$ cat src/rtl/sfp_pkg.sv
// Shared types and constants for the SFP link bring-up controller.
package sfp_pkg;

    localparam int unsigned CNT_W_DEF           = 27;
    localparam int unsigned DEBOUNCE_CYC_DEF    = 1_000_000;
    localparam int unsigned INIT_CYC_DEF        = 30_000_000;
    localparam int unsigned LOS_TIMEOUT_CYC_DEF = 10_000_000;
    localparam int unsigned RETRY_WAIT_CYC_DEF  = 50_000_000;
    localparam int unsigned MAX_RETRIES_DEF     = 3;

    typedef enum logic [2:0] {
        ST_ABSENT  = 3'd0,
        ST_INIT    = 3'd1,
        ST_ENABLE  = 3'd2,
        ST_UP      = 3'd3,
        ST_RETRY   = 3'd4,
        ST_LOCKOUT = 3'd5
    } sfp_state_e;

    // Tone half-period terminal counts at 100 MHz:
    // 1 MHz, 250 kHz, 100 kHz, 50 kHz, 35 kHz, 25 kHz, 10 kHz, ~0.5 Hz.
    function automatic int unsigned tone_lookup(input logic [2:0] sel);
        case (sel)
            3'd0:    tone_lookup = 49;
            3'd1:    tone_lookup = 199;
            3'd2:    tone_lookup = 499;
            3'd3:    tone_lookup = 999;
            3'd4:    tone_lookup = 1427;
            3'd5:    tone_lookup = 1999;
            3'd6:    tone_lookup = 4999;
            default: tone_lookup = 99_999_999;
        endcase
    endfunction

endpackage

$ cat src/rtl/sfp_debounce.sv
// Two-flop synchronizer followed by a stable-count filter. The filtered
// level moves only after the synced input has disagreed with it for
// DEBOUNCE_CYC consecutive samples; any agreeing sample restarts the count.
module sfp_debounce #(
    parameter int unsigned DEBOUNCE_CYC = 4,
    parameter logic        RESET_VAL    = 1'b1
) (
    input  logic clk,
    input  logic rst,
    input  logic raw_i,
    output logic filt_o
);

    localparam int unsigned CW = $clog2(DEBOUNCE_CYC + 1);

    logic          sync1_q, sync2_q;
    logic          filt_q, filt_d;
    logic [CW-1:0] cnt_q, cnt_d;

    // Synchronizer, filtered level and stability counter registers.
    always_ff @(posedge clk) begin
        if (rst) begin
            sync1_q <= RESET_VAL;
            sync2_q <= RESET_VAL;
            filt_q  <= RESET_VAL;
            cnt_q   <= '0;
        end else begin
            sync1_q <= raw_i;
            sync2_q <= sync1_q;
            filt_q  <= filt_d;
            cnt_q   <= cnt_d;
        end
    end

    // Count consecutive disagreeing samples; accept on the last one.
    always_comb begin
        filt_d = filt_q;
        cnt_d  = '0;
        if (sync2_q != filt_q) begin
            if (cnt_q == CW'(DEBOUNCE_CYC - 1)) begin
                filt_d = sync2_q;
            end else begin
                cnt_d = cnt_q + CW'(1);
            end
        end
    end

    assign filt_o = filt_q;

endmodule

$ cat src/rtl/sfp_link_ctrl.sv
// Link bring-up controller for one SFP cage: debounces presence and LOS,
// sequences TX_DISABLE through insertion, init, enable and fault retry,
// and gates the tone generator that drives the TX pin.
module sfp_link_ctrl
    import sfp_pkg::*;
#(
    parameter int unsigned DEBOUNCE_CYC    = DEBOUNCE_CYC_DEF,
    parameter int unsigned INIT_CYC        = INIT_CYC_DEF,
    parameter int unsigned LOS_TIMEOUT_CYC = LOS_TIMEOUT_CYC_DEF,
    parameter int unsigned RETRY_WAIT_CYC  = RETRY_WAIT_CYC_DEF,
    parameter int unsigned MAX_RETRIES     = MAX_RETRIES_DEF,
    parameter int unsigned CNT_W           = CNT_W_DEF
) (
    input  logic             clk,
    input  logic             rst,
    input  logic             sfp_detect,
    input  logic             sfp_los,
    output logic             sfp_shutdown,
    input  logic             force_off,
    input  logic             clear_fault,
    input  logic [2:0]       tone_sel,
    output logic             tone_en,
    output logic [CNT_W-1:0] tone_half_period,
    output logic             link_up,
    output logic [2:0]       state,
    output logic [1:0]       retry_cnt
);

    logic detect_f, los_f, present;

    sfp_debounce #(.DEBOUNCE_CYC(DEBOUNCE_CYC), .RESET_VAL(1'b1)) u_det (
        .clk(clk), .rst(rst), .raw_i(sfp_detect), .filt_o(detect_f)
    );

    sfp_debounce #(.DEBOUNCE_CYC(DEBOUNCE_CYC), .RESET_VAL(1'b1)) u_los (
        .clk(clk), .rst(rst), .raw_i(sfp_los), .filt_o(los_f)
    );

    assign present = ~detect_f;

    sfp_state_e       state_q, state_d;
    logic [CNT_W-1:0] timer_q, timer_d, timer_inc;
    logic [1:0]       retry_q, retry_d, retry_inc;
    logic             frz_q, frz_d, frz_now;
    logic             timer_clr, timer_hold;
    logic             shut_q, shut_d, tone_en_q, tone_en_d, link_q, link_d;
    logic [CNT_W-1:0] tone_hp_q;

    // State, timer, retry count, freeze flag and registered outputs.
    always_ff @(posedge clk) begin
        if (rst) begin
            state_q   <= ST_ABSENT;
            timer_q   <= '0;
            retry_q   <= '0;
            frz_q     <= 1'b0;
            shut_q    <= 1'b1;
            tone_en_q <= 1'b0;
            link_q    <= 1'b0;
            tone_hp_q <= CNT_W'(tone_lookup(3'd0));
        end else begin
            state_q   <= state_d;
            timer_q   <= timer_d;
            retry_q   <= retry_d;
            frz_q     <= frz_d;
            shut_q    <= shut_d;
            tone_en_q <= tone_en_d;
            link_q    <= link_d;
            tone_hp_q <= CNT_W'(tone_lookup(tone_sel));
        end
    end

    // Next state with removal > force_off > normal sequencing; outputs are
    // derived from the next state so they land together with it.
    always_comb begin
        state_d    = state_q;
        retry_d    = retry_q;
        frz_d      = frz_q;
        timer_clr  = 1'b0;
        timer_hold = 1'b0;
        timer_inc  = (timer_q == '1) ? timer_q : timer_q + CNT_W'(1);
        retry_inc  = (retry_q == 2'd3) ? 2'd3 : retry_q + 2'd1;
        frz_now    = force_off && (state_q inside {ST_INIT, ST_ENABLE, ST_UP, ST_RETRY});

        if (!present) begin
            state_d = ST_ABSENT;
            retry_d = '0;
            frz_d   = 1'b0;
        end else if (frz_now) begin
            frz_d      = 1'b1;
            timer_hold = 1'b1;
        end else if (frz_q) begin
            // Release of force_off always restarts from INIT, even if frozen in INIT.
            state_d   = ST_INIT;
            frz_d     = 1'b0;
            timer_clr = 1'b1;
        end else begin
            case (state_q)
                ST_ABSENT: begin
                    state_d = ST_INIT;
                    retry_d = '0;
                end
                ST_INIT: begin
                    if (timer_q == CNT_W'(INIT_CYC - 1)) state_d = ST_ENABLE;
                end
                ST_ENABLE: begin
                    if (!los_f) begin
                        state_d = ST_UP;
                        retry_d = '0;
                    end else if (timer_q == CNT_W'(LOS_TIMEOUT_CYC - 1)) begin
                        retry_d = retry_inc;
                        state_d = (32'(retry_inc) >= MAX_RETRIES) ? ST_LOCKOUT : ST_RETRY;
                    end
                end
                ST_UP: begin
                    if (los_f) begin
                        retry_d = retry_inc;
                        state_d = (32'(retry_inc) >= MAX_RETRIES) ? ST_LOCKOUT : ST_RETRY;
                    end
                end
                ST_RETRY: begin
                    if (timer_q == CNT_W'(RETRY_WAIT_CYC - 1)) state_d = ST_ENABLE;
                end
                ST_LOCKOUT: begin
                    if (clear_fault) begin
                        state_d = ST_INIT;
                        retry_d = '0;
                    end
                end
                default: state_d = ST_ABSENT;
            endcase
        end

        if (timer_clr || (state_d != state_q)) timer_d = '0;
        else if (timer_hold)                   timer_d = timer_q;
        else                                   timer_d = timer_inc;

        shut_d    = force_off || !(state_d inside {ST_ENABLE, ST_UP});
        tone_en_d = !force_off && (state_d == ST_UP);
        link_d    = !force_off && (state_d == ST_UP);
    end

    assign sfp_shutdown     = shut_q;
    assign tone_en          = tone_en_q;
    assign link_up          = link_q;
    assign tone_half_period = tone_hp_q;
    assign state            = state_q;
    assign retry_cnt        = retry_q;

endmodule

$ cat config.mk
export PLATFORM = sky130hd
export DESIGN_NAME = sfp_link_ctrl
export DESIGN_NICKNAME = d
export VERILOG_FILES = /design/src/rtl/sfp_pkg.sv /design/src/rtl/sfp_debounce.sv /design/src/rtl/sfp_link_ctrl.sv
export SDC_FILE = /design/constraint.sdc
export NUM_CORES = 1
export LEC_CHECK = 0
export CAP_MARGIN = 25
export CORE_UTILIZATION = 39
export CTS_CLUSTER_SIZE = 28
export DETAILED_ROUTE_END_ITERATION = 10
export PLACE_DENSITY = 0.7
export SLEW_MARGIN = 10
export SYNTH_ARGS = -nofsm -noshare
export SYNTH_HDL_FRONTEND = slang
export SYNTH_SLANG_ARGS = --single-unit
$ cat constraint.sdc
create_clock -name clk -period 6.05 [get_ports clk]
set_input_delay 0.9075 -clock clk [delete_from_list [all_inputs] [get_ports clk]]
set_output_delay 0.9075 -clock clk [all_outputs]
set_load 0.02 [all_outputs]
==> flow_summary.toml, run 1 <==
[cells_and_area]
final_net_count = 566
layout-drive-gt1-share = 0.0841
stdcell_area_um2 = 5330
fillers = 1111
antennaDiodeCount = 0
syn_to_final_growth_pct = 14.6

[cts]
clockBufferDepth = 2
cts_inserted_buffers = 9
cts.sinks = 92
cts_resized = 0
cts_tree = "built"
ctsHoldBuffers = 0
clk_pin_slew_ps = 60
cts_setup_buffers = 0
clk_latency_ps = 350
clock_tree.htree_level_count = 3
ctsRootBufferMaster = "clkbuf_16"

[grt]
grt_pass1_vias = 3613
grt_max_degree = 28
track_usage = 0.165
antenna_found_initial = 0
overflow = 0
grt_pass1_wl_um = 16600

[logic_synthesis]
synth_area_leaders = "dfxtp_1 40%, xnor2_1 6.8%, nor2_1 6.5%"
synth-main-ff-cell = "dfxtp_1"
synth_commonest_cells = "92 x dfxtp_1, 81 x nor2_1, 37 x nand2_1, 36 x xnor2_1, 28 x xor2_1"
synth_edf_count = 0
synth_top_area_share = 0.396
ys_ff_latch = 92
ys_types = 55
syn_area_um2 = 4650
async_flop_share = 0
synth_cells = 542
yosys.area.top_type = "dfxtp_1"
yosysSeqAreaShare = 0.396
synthMostInstantiatedCell = "dfxtp_1"
yosys_warnings = 0
syn_avg_cell_area_um2 = 8.58

[critical_path]
critPathLaunchType = "input port"
critPathCaptureType = "flip-flop"
cp_top_family = "simple AND/OR/NAND/NOR gates"
crit_path_top_delay_cell = "nor2_4"
path_class = "in2reg"
crit_required_ps = 6240
crit_arrival_ps = 3480
cp_cell_sequence = "clkdlybuf4s50_1 -> a2111oi_0 -> a21oi_1 -> or3_1 -> o311a_1 -> nor2_4 -> nor4_1"
path_buf_inv = 1
critPathMaxStageDelay_ps = 670
cp_max_fo = 27

[power]
ir_drop_mv = 0.273
p_per_area_nw_per_um2 = 242
p_leak_nw = 1.72
power_mw = 1.29

[placed_design]
placed_cell_area_um2 = 4970
dp_hpwl_um = 6790
port_buffers = 38
place_congestion = 0.864

[die]
start_util = 0.404
ioPinCount = 44
die_y_um = 111
dieArea_um2 = 12400
row_count = 39
die_x_um = 111
core_area_um2 = 11500

[sta]
hold_viol = 0
fmax_mhz = 304
setup_viol = 0
worstMarginPinSlew_ps = 922
final.setup_skew_ps = 9.87
finalSetupTns_ps = 0
rsz0062_at_grt = "false"
finalCritPeriodShare = 0.543
fin_hold_ws_ps = 413
slew_headroom = 0.381
fin_crit_ps = 3290
drv_slew = 0

[drt]
drt_pass1_iterations = 7
wirelength_um = 9670
drt_iter0_markers = 263
vias = 3790
wl_per_cell_um = 13.8
drc = 9
vias_per_cell = 5.40
ant_nets = 0

[run]
max_cap_viol_count = 0

[min_path]
hp-class = "reg2reg"

[outcome]
status = "finished with violations"
violations = "design-rule violations"
[per-layer routing]
layer / global-route usage / part of all wire / vias to the layer above
met5: 0 / 0 / -
met4: 0.0766 / 0.020 / 0
met3: 0.0405 / 0.037 / 19
met2: 0.273 / 0.49 / 65
met1: 0.200 / 0.45 / 1813
li1: - / - / 1893
[layout by cell type, fill, tap and decap left out, types with 15 or more instances in the layout]
master / n
nand4_1: 23
xnor2_1: 36
inv_1: 15
nor3_1: 24
nand3_1: 27
clkdlybuf4s50_1: 38
xor2_1: 28
nand2_1: 37
dfxtp_1: 92
nor2_1: 81
nor3_2: 20
[registers in the layout (all words and copies together) (netlist names), 2 cells and up]
signal	count
u_det.cnt_q	20
timer_q	27
tone_half_period	11
u_los.cnt_q	20
state	3
retry_cnt	2
[stage by stage]
stage / util / std cells / setup WS [ps]
finish: 0.463 / 702 / 2760
global route: 0.463 / 702 / 2480
CTS: 0.461 / 701 / 2790
detailed placement: 0.432 / 685 / 2430
global placement: 0.432 / 685 / 2480
floorplan: - / 545 / 3490
[final cells by class]
type / instances / area, um2 / share of cell area
Clock buffer: 13 / 260 / 0.0488
Clock inverter: 3 / 68.8 / 0.0129
Tap cell: 143 / 179 / 0.0336
Sequential cell: 92 / 1840 / 0.345
Timing Repair Buffer: 40 / 415 / 0.0779
Inverter: 15 / 56.3 / 0.0106
Multi-Input combinational cell: 396 / 2510 / 0.471
[worst paths after layout]
kind,depth (start not counted),startpoint,slack [ps],endpoint
min,1,u_det.sync1_q$_SDFF_PP1_,410,u_det.sync2_q$_SDFF_PP1_
min reg2reg,1,u_det.sync1_q$_SDFF_PP1_,410,u_det.sync2_q$_SDFF_PP1_
max reg2reg,7,timer_q[0]$_SDFFE_PP0P_,3070,timer_q[2]$_SDFFE_PP0P_
max,7,force_off,2760,timer_q[2]$_SDFFE_PP0P_
[kinds of logic after synthesis]
| family | after synthesis | synth area share |
|---|---|---|
| compound gates | 40 | 0.0675 |
| fa+ha+maj | 3 | 0.00807 |
| simple gates | 280 | 0.331 |
| xor+xnor | 64 | 0.121 |
| other cells | 2 | 0.00161 |
| mux | 4 | 0.00861 |
| buf+inv | 57 | 0.0667 |
| flops | 92 | 0.396 |
[power breakdown]
part | internal, mW | leakage (nW) | switching [mW]
combinational | 0.0250 | 0.811 | 0.0327
sequential | 0.613 | 0.745 | 0.00430
clock | 0.386 | 0.160 | 0.231
(Power assumes the default switching activity.)
==> run 2: changes to the inputs <==
--- a/config.mk
+++ b/config.mk
@@ -9,7 +9,7 @@
 export CORE_UTILIZATION = 39
 export CTS_CLUSTER_SIZE = 28
 export DETAILED_ROUTE_END_ITERATION = 10
-export PLACE_DENSITY = 0.7
+export PLACE_DENSITY = 0.72
 export SLEW_MARGIN = 10
 export SYNTH_ARGS = -nofsm -noshare
 export SYNTH_HDL_FRONTEND = slang
==> constraint.sdc (replaced) <==
create_clock -name clk -period 2.85 [get_ports clk]
set_input_delay 0.4275 -clock clk [delete_from_list [all_inputs] [get_ports clk]]
set_output_delay 0.4275 -clock clk [all_outputs]
set_load 0.02 [all_outputs]
==> run 2 against run 1 <==
The run still ends with design-rule violations left. Via count rose by 0.29%. Worst setup slack got worse by 2500 ps. Total power rose by 110%. Non-clock buffer count rose by 6.
==> flow_summary.toml, run 2 (same netlist as run 1, synthesis figures left out) <==
[placed_design]
place_congestion = 0.907
port_buffers = 38
dp_hpwl_um = 7010
placed_cells = 692

[critical_path]
critPathLaunch = "timer_q[0]$_SDFFE_PP0P_"
r2r_end = "timer_q[2]$_SDFFE_PP0P_"
cp_max_fo = 27
rr_startpoint = "timer_q[0]$_SDFFE_PP0P_"
crit_arrival_ps = 2780
critPathLaunchType = "flip-flop"
path_class = "reg2reg"
critPathCaptureType = "flip-flop"
crit_end = "timer_q[2]$_SDFFE_PP0P_"
crit_required_ps = 3050
r2r_cells = 8
rrSetupSlack_ps = 270

[cts]
cts.sinks = 92
ctsHoldBuffers = 0
cts_inserted_buffers = 9
clk_pin_slew_ps = 60
clockBufferDepth = 2
cts_setup_buffers = 0
cts_resized = 0
ctsRootBufferMaster = "clkbuf_16"
cts_tree = "built"
clk_latency_ps = 330
clock_tree.htree_level_count = 3

[die]
die_x_um = 111
ioPinCount = 44
dieArea_um2 = 12400
core_area_um2 = 11500
die_y_um = 111
start_util = 0.404
row_count = 39

[cells_and_area]
largest_reg_flops = 27
register_area_um2 = 1840
top_regs = "timer_q (27), u_det.cnt_q (20), u_los.cnt_q (20)"
fillers = 1103
syn_to_final_growth_pct = 15.6
final_net_count = 572
layout-drive-gt1-share = 0.0957
antennaDiodeCount = 0
final_cells = 707
regMostFlops = "timer_q"
multi_input_area_um2 = 2510
final_cell_mix = "92 x dfxtp_1, 81 x nor2_1, 38 x clkdlybuf4s50_1"
layout_commonest_cell = "dfxtp_1"
final_util = 0.467

[grt]
overflow = 0
track_usage = 0.160
grt_pass1_wl_um = 16400
antenna_found_initial = 0
grt_max_degree = 28
grt_pass1_vias = 3539

[sta]
rsz0062_at_grt = "false"
worstMarginPinSlew_ps = 674
finalCritPeriodShare = 0.906
setup_viol = 0
drv_slew = 0
finalSetupTns_ps = 0
fmax_mhz = 387
fin_crit_ps = 2580
final.setup_skew_ps = 5.14
slew_headroom = 0.551
hold_viol = 0

[drt]
ant_nets = 0
drt_pass1_iterations = 7
drt_iter0_markers = 328
wirelength_um = 9820
drc = 2
wl_per_cell_um = 13.9
vias = 3801
vias_per_cell = 5.38

[min_path]
hp-class = "reg2reg"

[run]
max_cap_viol_count = 0

[power]
p_per_area_nw_per_um2 = 501
ir_drop_mv = 0.342
p_leak_nw = 1.75

[outcome]
status = "finished with violations"
violations = "design-rule violations"
==> run 2: cell count changes in the layout (fill, tap and decap cells not counted) <==
cell,previous run,this run
buf_12,0,3
buf_16,1,0
buf_4,1,5
clkbuf_1,2,0
clkbuf_8,2,0
clkinv_2,0,2
clkinv_4,1,0
inv_6,0,2
==> run 2: per-layer routing <==
metal	share of wire	global-route usage
met5	0	0
met4	0.011	0.0595
met3	0.050	0.0372
met2	0.48	0.265
met1	0.46	0.202
==> run 2: through the flow <==
step                      area, um2  hold slack, ps  power [mW]  worst slack [ps]
after floorplan                4660             389        1.42               492
after global placement         5060             400        1.46               216
after detailed placement       5060             398        1.47               124
after CTS                      5380             416        2.72               281
after global routing           5380             431        2.79               133
final                          5380             410        2.70               268
==> run 2: power by group <==
group | total [mW] | internal [mW] | switching (mW)
clock network | 1.26 | 0.766 | 0.491
registers | 1.31 | 1.30 | 0.00872
logic | 0.128 | 0.0567 | 0.0710
==> run 2: worst min-delay path by stage <==
| stage | start | end | slack, ps | depth (start not counted) |
|---|---|---|---|---|
| 2_1_floorplan | u_det.sync1_q$_SDFF_PP1_ | u_det.sync2_q$_SDFF_PP1_ | 390 | 1 |
| 3_3_place_gp | u_det.sync1_q$_SDFF_PP1_ | u_det.sync2_q$_SDFF_PP1_ | 400 | 1 |
| 3_5_place_dp | u_det.sync1_q$_SDFF_PP1_ | u_det.sync2_q$_SDFF_PP1_ | 400 | 1 |
| 4_1_cts | u_det.sync1_q$_SDFF_PP1_ | u_det.sync2_q$_SDFF_PP1_ | 420 | 1 |
| 5_1_grt | u_det.sync1_q$_SDFF_PP1_ | u_det.sync2_q$_SDFF_PP1_ | 430 | 1 |
| 6_report | u_det.sync1_q$_SDFF_PP1_ | u_det.sync2_q$_SDFF_PP1_ | 410 | 1 |
==> run 2: area by class of cell <==
type,instances,area share
flip-flops and latches,92,0.342
inverters,15,0.0105
clock buffers,9,0.0419
repair buffers,46,0.0889
well taps,143,0.0333
multi-input cells,396,0.467
clock inverters,6,0.0163
==> run 2: worst max-delay path, stage by stage, from the launching register on <==
cell and delay (ps):
dfxtp_1 370, ha_1 240, nand4b_1 100, or4_1 630, o41ai_2 470, a21oi_1 180, nor2_4 150, buf_12 210
nor4_1 80
==> run 3: changes to the inputs <==
--- a/config.mk
+++ b/config.mk
@@ -6,6 +6,7 @@
 export NUM_CORES = 1
 export LEC_CHECK = 0
 export CAP_MARGIN = 25
+export CORE_MARGIN = 10
 export CORE_UTILIZATION = 39
 export CTS_CLUSTER_SIZE = 28
 export DETAILED_ROUTE_END_ITERATION = 10
==> run 3 against run 2 <==
The run now ends clean. Via count is 0.58% higher. Fmax is 1.8% lower. Routed wire length is 3.7% higher. Final area is 0.84% lower. Combinational power hardly changed. Sequential share of layout area is 0.29 points higher. Worst setup slack worse by 47 ps. Sequential power hardly changed. First-iteration DRC count is 8.8% higher. Clock skew is 4.8 ps higher. Core utilization is 0.59 points lower. Critical path type unchanged. Largest power group unchanged.
==> flow_summary.toml, run 3 (same netlist as run 1, synthesis figures left out) <==
[cts]
clk_latency_ps = 350
ctsHoldBuffers = 0
clock_tree.htree_level_count = 3
clk_pin_slew_ps = 70
ctsRootBufferMaster = "clkbuf_16"
cts.sinks = 92
clockBufferDepth = 2
cts_inserted_buffers = 9
cts_resized = 0
cts_setup_buffers = 0
cts_tree = "built"

[sta]
slew_headroom = 0.565
final.setup_skew_ps = 9.91
worstMarginPinSlew_ps = 644
finalCritPeriodShare = 0.923
setup_viol = 0
drv_slew = 0
rsz0062_at_grt = "false"
finalSetupTns_ps = 0
fmax_mhz = 380
fin_crit_ps = 2630
hold_viol = 0

[placed_design]
dp_hpwl_um = 7310
port_buffers = 38
place_congestion = 0.911
placed_cell_area_um2 = 5050

[drt]
vias = 3823
wl_per_cell_um = 14.4
drt_iter0_markers = 357
drt_pass1_iterations = 4
ant_nets = 0
wirelength_um = 10200
vias_per_cell = 5.40
drc = 0

[die]
dieArea_um2 = 16700
ioPinCount = 44
core_area_um2 = 11600
die_y_um = 129
die_x_um = 129
start_util = 0.402
row_count = 39

[cells_and_area]
layout_commonest_cell = "dfxtp_1"
final_net_count = 572
stdcell_area_um2 = 5330
regMostFlops = "timer_q"
final_util = 0.461
layout-drive-gt1-share = 0.0956
final_cell_mix = "92 x dfxtp_1, 81 x nor2_1, 38 x clkdlybuf4s50_1"
top_regs = "timer_q (27), u_det.cnt_q (20), u_los.cnt_q (20)"
syn_to_final_growth_pct = 14.7
antennaDiodeCount = 0
largest_reg_flops = 27
fillers = 1087

[power]
switching_power_mw = 0.581
p_per_area_nw_per_um2 = 479
p_leak_nw = 1.72
seqPwrFrac = 0.513
ir_drop_mv = 0.276
clock_power_share = 0.438
switching_share = 0.228
p_int_mw = 1.97
power_mw = 2.55
power_frac_comb = 0.049

[grt]
antenna_found_initial = 0
grt_max_degree = 28
grt_pass1_vias = 3609
overflow = 0
grt_pass1_wl_um = 17300
track_usage = 0.126

[critical_path]
crit_end = "link_up$_SDFF_PP0_"
critPathLaunch = "timer_q[0]$_SDFFE_PP0P_"
critPathLaunchType = "flip-flop"
crit_arrival_ps = 2870
r2r_cells = 7
critPathCaptureType = "flip-flop"
rrSetupSlack_ps = 220
crit_required_ps = 3090
r2r_end = "link_up$_SDFF_PP0_"
cp_max_fo = 6
path_class = "reg2reg"
rr_startpoint = "timer_q[0]$_SDFFE_PP0P_"

[outcome]
status = "finished, final reports clean"

[min_path]
hp-class = "reg2reg"
hold_path_depth = 1

[run]
max_cap_viol_count = 0
[run 3: cell count changes in the layout (fill, tap and decap cells not counted), sizes merged]
cell and delta:
bufinv -2, clkbuf +2, clkinvlp +2, inv -2, clkinv +1
[run 3: power groups by stage]
stage | logic (mW) | registers [mW] | clock network (mW)
floorplan | 0.0751 | 1.35 | 0
CTS | 0.126 | 1.31 | 1.16
global placement | 0.123 | 1.34 | 0
global route | 0.136 | 1.31 | 1.21
finish | 0.125 | 1.31 | 1.12
detailed placement | 0.125 | 1.34 | 0
[run 3: worst min path at each step]
stage | from | end | slack (ps)
finish | u_det.sync1_q$_SDFF_PP1_ | u_det.sync2_q$_SDFF_PP1_ | 410
global route | u_det.sync1_q$_SDFF_PP1_ | u_det.sync2_q$_SDFF_PP1_ | 410
CTS | u_det.sync1_q$_SDFF_PP1_ | u_det.sync2_q$_SDFF_PP1_ | 410
detailed placement | u_det.sync1_q$_SDFF_PP1_ | u_det.sync2_q$_SDFF_PP1_ | 400
global placement | u_det.sync1_q$_SDFF_PP1_ | u_det.sync2_q$_SDFF_PP1_ | 400
floorplan | u_det.sync1_q$_SDFF_PP1_ | u_det.sync2_q$_SDFF_PP1_ | 390
[run 3: layer usage]
metal / share of wire / GRT usage / vias to the layer above
met1: 0.45 / 0.151 / 1823
met3: 0.051 / 0.0408 / 10
met4: 0.014 / 0.0475 / 0
li1: - / - / 1903
met2: 0.49 / 0.207 / 87
met5: 0 / 0 / -
[run 3: final cells by class]
type                            count  area (um2)  share of cell area
Tap cell                          143         179              0.0336
Inverter                           15        56.3              0.0106
Multi-Input combinational cell    396        2510               0.471
Timing Repair Buffer               46         465              0.0873
Clock buffer                       11         243              0.0455
Clock inverter                      5        37.5             0.00704
Sequential cell                    92        1840               0.345
[run 3: critical path: stages (launching register included)]
cell and delay (ps):
dfxtp_1 370, ha_1 230, nand4b_1 100, or4_1 640, o41ai_2 470, nand3_1 110
a221o_1 390, and4b_1 210
[run 3: through the flow]
| step | std cells | worst slack, ps | hold WS, ps |
|---|---|---|---|
| after floorplan | 545 | 492 | 389 |
| after global placement | 692 | 239 | 399 |
| after detailed placement | 692 | 157 | 396 |
| after CTS | 708 | 272 | 412 |
| after global routing | 708 | 38.9 | 414 |
| final | 708 | 220 | 409 |
